`config.mk`:
```
export PLATFORM = sky130hd
export DESIGN_NAME = sram_frame_arbiter
export DESIGN_NICKNAME = d
export VERILOG_FILES = /design/src/rtl/sram_frame_arbiter.sv
export SDC_FILE = /design/constraint.sdc
export NUM_CORES = 1
export LEC_CHECK = 0
export ABC_AREA = 1
export CAP_MARGIN = 5
export CELL_PAD_IN_SITES_DETAIL_PLACEMENT = 2
export CELL_PAD_IN_SITES_GLOBAL_PLACEMENT = 2
export CORE_MARGIN = 2
export CORE_UTILIZATION = 17
export CTS_CLUSTER_DIAMETER = 40
export CTS_CLUSTER_SIZE = 14
export DETAILED_ROUTE_END_ITERATION = 16
export PLACE_DENSITY_LB_ADDON = 0.25
export SLEW_MARGIN = 10
export SYNTH_ARGS = -nofsm -noshare
export SYNTH_HDL_FRONTEND = slang
export SYNTH_SLANG_ARGS = --single-unit
```
`constraint.sdc`:
```
create_clock -name clk -period 3.35 [get_ports clk]
set_input_delay 0.8375 -clock clk [delete_from_list [all_inputs] [get_ports clk]]
set_output_delay 0.8375 -clock clk [all_outputs]
set_load 0.005 [all_outputs]
```
`src/rtl/sram_frame_arbiter.sv`:
```
// -----------------------------------------------------------------------------
// sram_frame_arbiter
//
// Owns the single-port 16-bit frame-buffer SRAM and shares it between the
// display reader, the pixel writer and a built-in clear engine. The reader
// always wins. Address bit ADDR_W selects one of two frame banks: reads go to
// the front bank; writer and clear engine go to the back bank. Banks swap only
// on frame_start, and never while a clear is running.
//
// Ports
//   clk, rst                      clock, synchronous active-high reset
//   rd_req, rd_addr, rd_data      display reader (never denied)
//   wr_valid/ready/addr/data/ub/lb pixel writer, zero-latency handshake
//   frame_start, swap_req         bank swap control
//   swap_pending, front_sel       bank swap status
//   clear_start, clear_data       clear engine control / fill word
//   clear_busy, clear_done        clear engine status
//   sram_*                        SRAM pins (tristate owned by the top level)
// -----------------------------------------------------------------------------
module sram_frame_arbiter #(
    parameter int                ADDR_W      = 19,
    parameter logic [ADDR_W-1:0] CLEAR_WORDS = 19'd460800
) (
    input  logic              clk,
    input  logic              rst,
    // display reader
    input  logic              rd_req,
    input  logic [ADDR_W-1:0] rd_addr,
    output logic [15:0]       rd_data,
    // pixel writer
    input  logic              wr_valid,
    output logic              wr_ready,
    input  logic [ADDR_W-1:0] wr_addr,
    input  logic [15:0]       wr_data,
    input  logic              wr_ub,
    input  logic              wr_lb,
    // bank swap
    input  logic              frame_start,
    input  logic              swap_req,
    output logic              swap_pending,
    output logic              front_sel,
    // clear engine
    input  logic              clear_start,
    input  logic [15:0]       clear_data,
    output logic              clear_busy,
    output logic              clear_done,
    // SRAM pins
    output logic              sram_re,
    output logic              sram_we,
    output logic [ADDR_W:0]   sram_addr,
    output logic              sram_ub,
    output logic              sram_lb,
    output logic [15:0]       sram_dq_out,
    output logic              sram_dq_oe,
    input  logic [15:0]       sram_dq_in
);

    typedef enum logic {IDLE, CLEAR} state_t;

    state_t            state, state_next;
    logic [ADDR_W-1:0] clr_cnt, clr_cnt_next;
    logic              front_next, pending_next, done_next;
    logic              clear_grant;
    logic              we_grant;

    // The clear engine only advances on cycles the reader leaves free.
    assign clear_grant = (state == CLEAR) && !rd_req;

    // -------------------------------------------------------------------------
    // Grant / SRAM pin mux
    // -------------------------------------------------------------------------
    always_comb begin
        // NOTE: every output of a combinational block gets a default first so
        // no path leaves it unassigned, which would infer a latch.
        sram_re     = 1'b0;
        we_grant    = 1'b0;
        sram_addr   = '0;
        sram_ub     = 1'b0;
        sram_lb     = 1'b0;
        sram_dq_out = '0;
        if (rd_req) begin
            sram_re   = 1'b1;
            sram_addr = {front_sel, rd_addr};
            sram_ub   = 1'b1;
            sram_lb   = 1'b1;
        end else if (state == CLEAR) begin
            we_grant    = 1'b1;
            sram_addr   = {~front_sel, clr_cnt};
            sram_dq_out = clear_data;
            sram_ub     = 1'b1;
            sram_lb     = 1'b1;
        end else if (wr_valid) begin
            we_grant    = 1'b1;
            sram_addr   = {~front_sel, wr_addr};
            sram_dq_out = wr_data;
            sram_ub     = wr_ub;
            sram_lb     = wr_lb;
        end
    end

    // Reset blocks writes so a clear interrupted by reset cannot touch SRAM.
    assign sram_we    = we_grant && !rst;
    assign sram_dq_oe = sram_we;
    assign wr_ready   = !rd_req && (state == IDLE) && !rst;
    assign rd_data    = sram_dq_in;
    assign clear_busy = (state == CLEAR);

    // -------------------------------------------------------------------------
    // Next-state logic: clear engine and bank swap
    // -------------------------------------------------------------------------
    always_comb begin
        state_next   = state;
        clr_cnt_next = clr_cnt;
        done_next    = 1'b0;
        front_next   = front_sel;
        pending_next = swap_pending;

        case (state)
            IDLE: begin
                if (clear_start) begin
                    state_next   = CLEAR;
                    clr_cnt_next = '0;
                end
            end
            CLEAR: begin
                if (clear_grant) begin
                    if (clr_cnt == CLEAR_WORDS - ADDR_W'(1)) begin
                        state_next   = IDLE;
                        clr_cnt_next = '0;
                        done_next    = 1'b1;
                    end else begin
                        clr_cnt_next = clr_cnt + ADDR_W'(1);
                    end
                end
            end
            default: state_next = IDLE;
        endcase

        // A swap waits out a running clear so the back bank never changes
        // underneath it. A swap_req coinciding with the swap edge is absorbed.
        if (frame_start && swap_pending && (state == IDLE)) begin
            front_next   = ~front_sel;
            pending_next = 1'b0;
        end else if (swap_req) begin
            pending_next = 1'b1;
        end
    end

    // -------------------------------------------------------------------------
    // State registers
    // -------------------------------------------------------------------------
    always_ff @(posedge clk) begin
        // NOTE: registers take non-blocking assignments so every flop samples
        // the pre-edge values regardless of statement order.
        if (rst) begin
            state        <= IDLE;
            clr_cnt      <= '0;
            front_sel    <= 1'b0;
            swap_pending <= 1'b0;
            clear_done   <= 1'b0;
        end else begin
            state        <= state_next;
            clr_cnt      <= clr_cnt_next;
            front_sel    <= front_next;
            swap_pending <= pending_next;
            clear_done   <= done_next;
        end
    end

endmodule

```
[Word-level counts from Yosys, hierarchy flattened]
Index checks and enable logic that the tools add are counted.
Storage, ports and cells
  register bits after elaboration: 23
  output and inout port bits: 62
Operators by class
  add/subtract/negate cells: 1
  equality and inequality tests: 3
  multiplexer cells: 25
  bitwise logic cells: 3
  reductions and logical operators: 11
Operators with widths (number)
  $mux W20: 3
  $mux W19: 3
  $mux W16: 3
  $pmux W19 S2: 1
  $add A19 B1 Y19 const B: 1
  $eq A19 B19 Y1 const B: 1
  $mux W1: 14
  $logic_and A1 B1 Y1: 6
  $not A1 Y1: 3
  $reduce_or A3 Y1: 1
  $logic_not A1 Y1: 2
  $ne A2 B1 Y1 const B: 1
  $ne A2 B2 Y1 const B: 1
  $pmux W1 S2: 1
  $reduce_and A2 Y1: 1
  $reduce_or A2 Y1: 1

[Longest topological paths before layout]
  word-level depth: 4
  gate-level depth with buffers: 9
  mapped depth without buffers: 9

[Worst setup path before layout]
No wires, ideal clock.
  path kind: input to output
  from: input rd_req
  to: output sram_addr[0]
  arrival: 1.642 ns
  required time: 2.513 ns
  setup slack: 0.870 ns
  stages on the path: 5
  buffers on the path: 2
  cells stage by stage: buf_4 -> nor2_2 -> buf_2 -> nand3_1 -> o211ai_1
Between the ends
  cells in the longest elaborated chain, start to end: 1
RTL lines
  start, declared: RTL line 27  | input logic rd_req,
  $mux W20: RTL line 81  | if (rd_req) begin
  end, declared: RTL line 50  | output logic [ADDR_W:0] sram_addr,
Every way passes these cells.

[Worst setup path in the final report]
  from: input wr_valid
  to: output sram_addr[12]
Between the ends
  cells in the longest elaborated chain, start to end: 3
RTL lines
  start, declared: RTL line 31  | input logic wr_valid,
  $mux W20: RTL line 92  | end else if (wr_valid) begin
  $mux W20: RTL line 86  | end else if (state == CLEAR) begin
  $mux W20: RTL line 81
Every way passes these cells.

==> results.md <==
* Status: finished clean
* Post-synthesis simple-gate area fraction at between 30% and 40%
* Worst Tran Pin Value at 0.392 ns
* Multi-input logic area at 0.00134 mm2
* Global-route wire length before repair at 16100 um
* Max Fclk at 310 MHz
* EDFF count, synth at 0
* Xor-xnor portion of the synthesized cell area at 0.409%
* RSZ-0062 raised after global routing: false
* Top cells by count, synth: nand2_1 (84), nand3_1 (41), inv_1 (24), dfxtp_1 (23), buf_4 (19)
* Die width at 116 um
* CTS Buffer Depth at 2
* CTS sink count at 23
* Beginning of the worst hold path: front_sel
* Cell leakage power at ~1.3 nW
* Cell Area, Synth at about 0.0021 mm2
* DR iter-0 viols at 96
* Die area at roughly 0.014 mm2
* Post-DRT Antenna Nets at 0
* Setup ws final at ~0.12 ns
* Synth Area in Compound Gates at 22.7%
* Share of cells above drive strength 1 at between 10 and 15%
* Final nets at between 500 and 600
* Slew margin rel. at 73.8%
* Initial antenna violation count at 0
* Antenna cells at 0
* WP data arrival at 2.39 ns
* CP Max Fanout at 13
* # setup viols final at 0
* Total Wirelength at approximately 10000 um
* Unique cell type count in the Yosys netlist at 29
* Layout Skew at ~0.0054 ns
* Fin Setup TNS at 0 ns
* Wire per inst at 17.3 um
* Top-level I/O count at 157
* CTS tree: built
* Core Area at 0.0122 mm2
* WHS Endpoint: front_sel
* Final HPWL DP at 8470 um
* #FFs+latches synth at 23
* Fill count at 1442
* Multiplexer area fraction after synthesis at 0%
* Initial Util at 17.6%
* Final min period at 3.23 ns
* Power Density at 236 mW/mm2
* Critical Path RT at approximately 2.5 ns
* Largest cells by area after synthesis: dfxtp_1 (22%), nand2_1 (15%), nand3_1 (9.6%)
* Synth Area in Adders at 0.584%
* Peak supply drop at 0.203 mV
* Worst r2r src: clear_busy
* Worst hold-check path type: flip-flop to flip-flop
* MaxCap Viol Count at 0
* Pin count of the biggest net entering global routing at 24
* Top cell type's share of synthesized area at approximately 22%
* Post-Syn Instances at 324
* Number of global-route vias before repair at 2890
* Reg2Reg Depth at 7
* Vias per inst at 4.47
* Sequential Area at 460 um2
* Placed Instances at 594
* FP Rows at 40
* Fin cells at 598
* Post-synth ARST share at 0%
* Setup CP Type: input pin to primary output
* Die Ht at 116 um
* # H-tree levels at 1
* Mapped Nets at 420
* Synth area leader: dfxtp_1
* Cts bufs inserted at 3
* Seq/Total Area, Yosys at 21.5%
* DRC viols at 0
* Ys Warns at 0
* Largest family of logic cells by synthesized area: simple AND/OR/NAND/NOR gates
* Worst slack, placed at -0.0463 ns
* Flop2flop setup slack at around 1.6 ns
* Grt ovf at 0
* Total setup buffers inserted after CTS at 0
* Top_reg_cell synth: dfxtp_1
* Area grow syn2layout at 68.6%
* Global-route usage over all layers at 15.2%
* Max Transition Viols Final at 0
* Most frequent cell after synthesis: nand2_1
* GPL Wtd Cong at roughly 0.74
* Avg Inst Size Synth at 6.61 um2
* Period utilization at 96.3%
* Worst setup EP type: primary output
* Clock Tree Root: clkbuf_16
* Startpoint types: input pin
* Worst-Skew Late Latency at between 0.2 and 0.3 ns
* Reg clk slew, reported paths at about 0.06 ns
* Port Buffers at 124
* RR Endpoint: clr_cnt[3]
* Hold path depth at 2
* DR vias at 2674
* Initial DRT Pass Iterations at 4
* Final hold vios at 0
-- layout by cell type, fill, tap and decap left out, drive strengths merged, types with 4 or more instances in the layout --
cell type and count:
clkdlybuf4s50 113, nand2 89, nand3 49, inv 28
nor2 26, dfxtp 23, a21oi 20, a32o 16
o211ai 15, o21ai 13, buf 13, dlymetal6s2s 9
clkbuf 4
-- final cells by class --
| type | instances | share of cell area (%) |
|---|---|---|
| repair buffers | 137 | 39.0 |
| flip-flops and latches | 23 | 12.8 |
| clock buffers | 4 | 2.18 |
| inverters | 28 | 3.05 |
| multi-input cells | 238 | 37.1 |
| well taps | 168 | 5.83 |
-- layer usage --
layer / routed length (um) / vias up / track usage (%) / share of wire (%)
li1: - / 1303 / - / -
met1: 4650 / 1288 / 19.5 / 45
met2: 5010 / 73 / 27.1 / 48
met3: 617 / 10 / 2.59 / 5.9
met4: 97 / 0 / 2.78 / 0.94
met5: 0 / - / 0 / 0
-- how the worst max path moves through the flow --
stage	end	startpoint	depth (start not counted)
5_1_grt	sram_addr[12]	wr_valid	5
6_report	sram_addr[12]	wr_valid	5
3_3_place_gp	sram_addr[4]	rd_req	6
4_1_cts	sram_addr[17]	rd_req	6
2_1_floorplan	sram_addr[0]	rd_req	5
3_5_place_dp	sram_addr[9]	rd_req	6
-- state kept, by name, summed over array words and instances, names as in the netlist --
name,cells
swap_pending,1
clear_busy,1
clear_done,1
front_sel,1
clr_cnt,19
-- worst max-delay path, cell delays in order --
cell and delay (ns):
clkdlybuf4s50_1 0.57, buf_4 0.24, nand3_1 0.11, o211ai_1 0.09, clkdlybuf4s50_1 0.53
-- report_power, final --
part | internal (mW) | leakage, nW | switching (mW)
combinational | 0.183 | 1.11 | 0.112
clock | 0.163 | 0.0382 | 0.111
sequential | 0.277 | 0.186 | 0.00436
-- metrics by stage --
step / util (%) / power, mW / instance area (um2) / hold slack, ns
floorplan: - / 0.399 / 2140 / 0.470
global placement: 28.8 / 0.588 / 3510 / 0.489
detailed placement: 28.8 / 0.591 / 3510 / 0.508
CTS: 29.5 / 0.868 / 3590 / 0.519
global route: 29.7 / 0.896 / 3610 / 0.540
finish: 29.7 / 0.850 / 3610 / 0.512
-- what timing repair did --
item	CTS	global route
setup endpoints to repair	9	30
resized for setup	3	10
hold buffers	0	0
pin swaps	1	0
-- logic make-up (layout without fill, tap and decap cells) --
logic type,after synthesis,after routing
AOI/OAI and AO/OA,65,65
xor gates and xnor gates,1,1
adders and majority gates,1,1
buffers and inverters,63,169
DFF,23,23
and+or+nand+nor,171,171
Power figures use the tool's default switching activity.
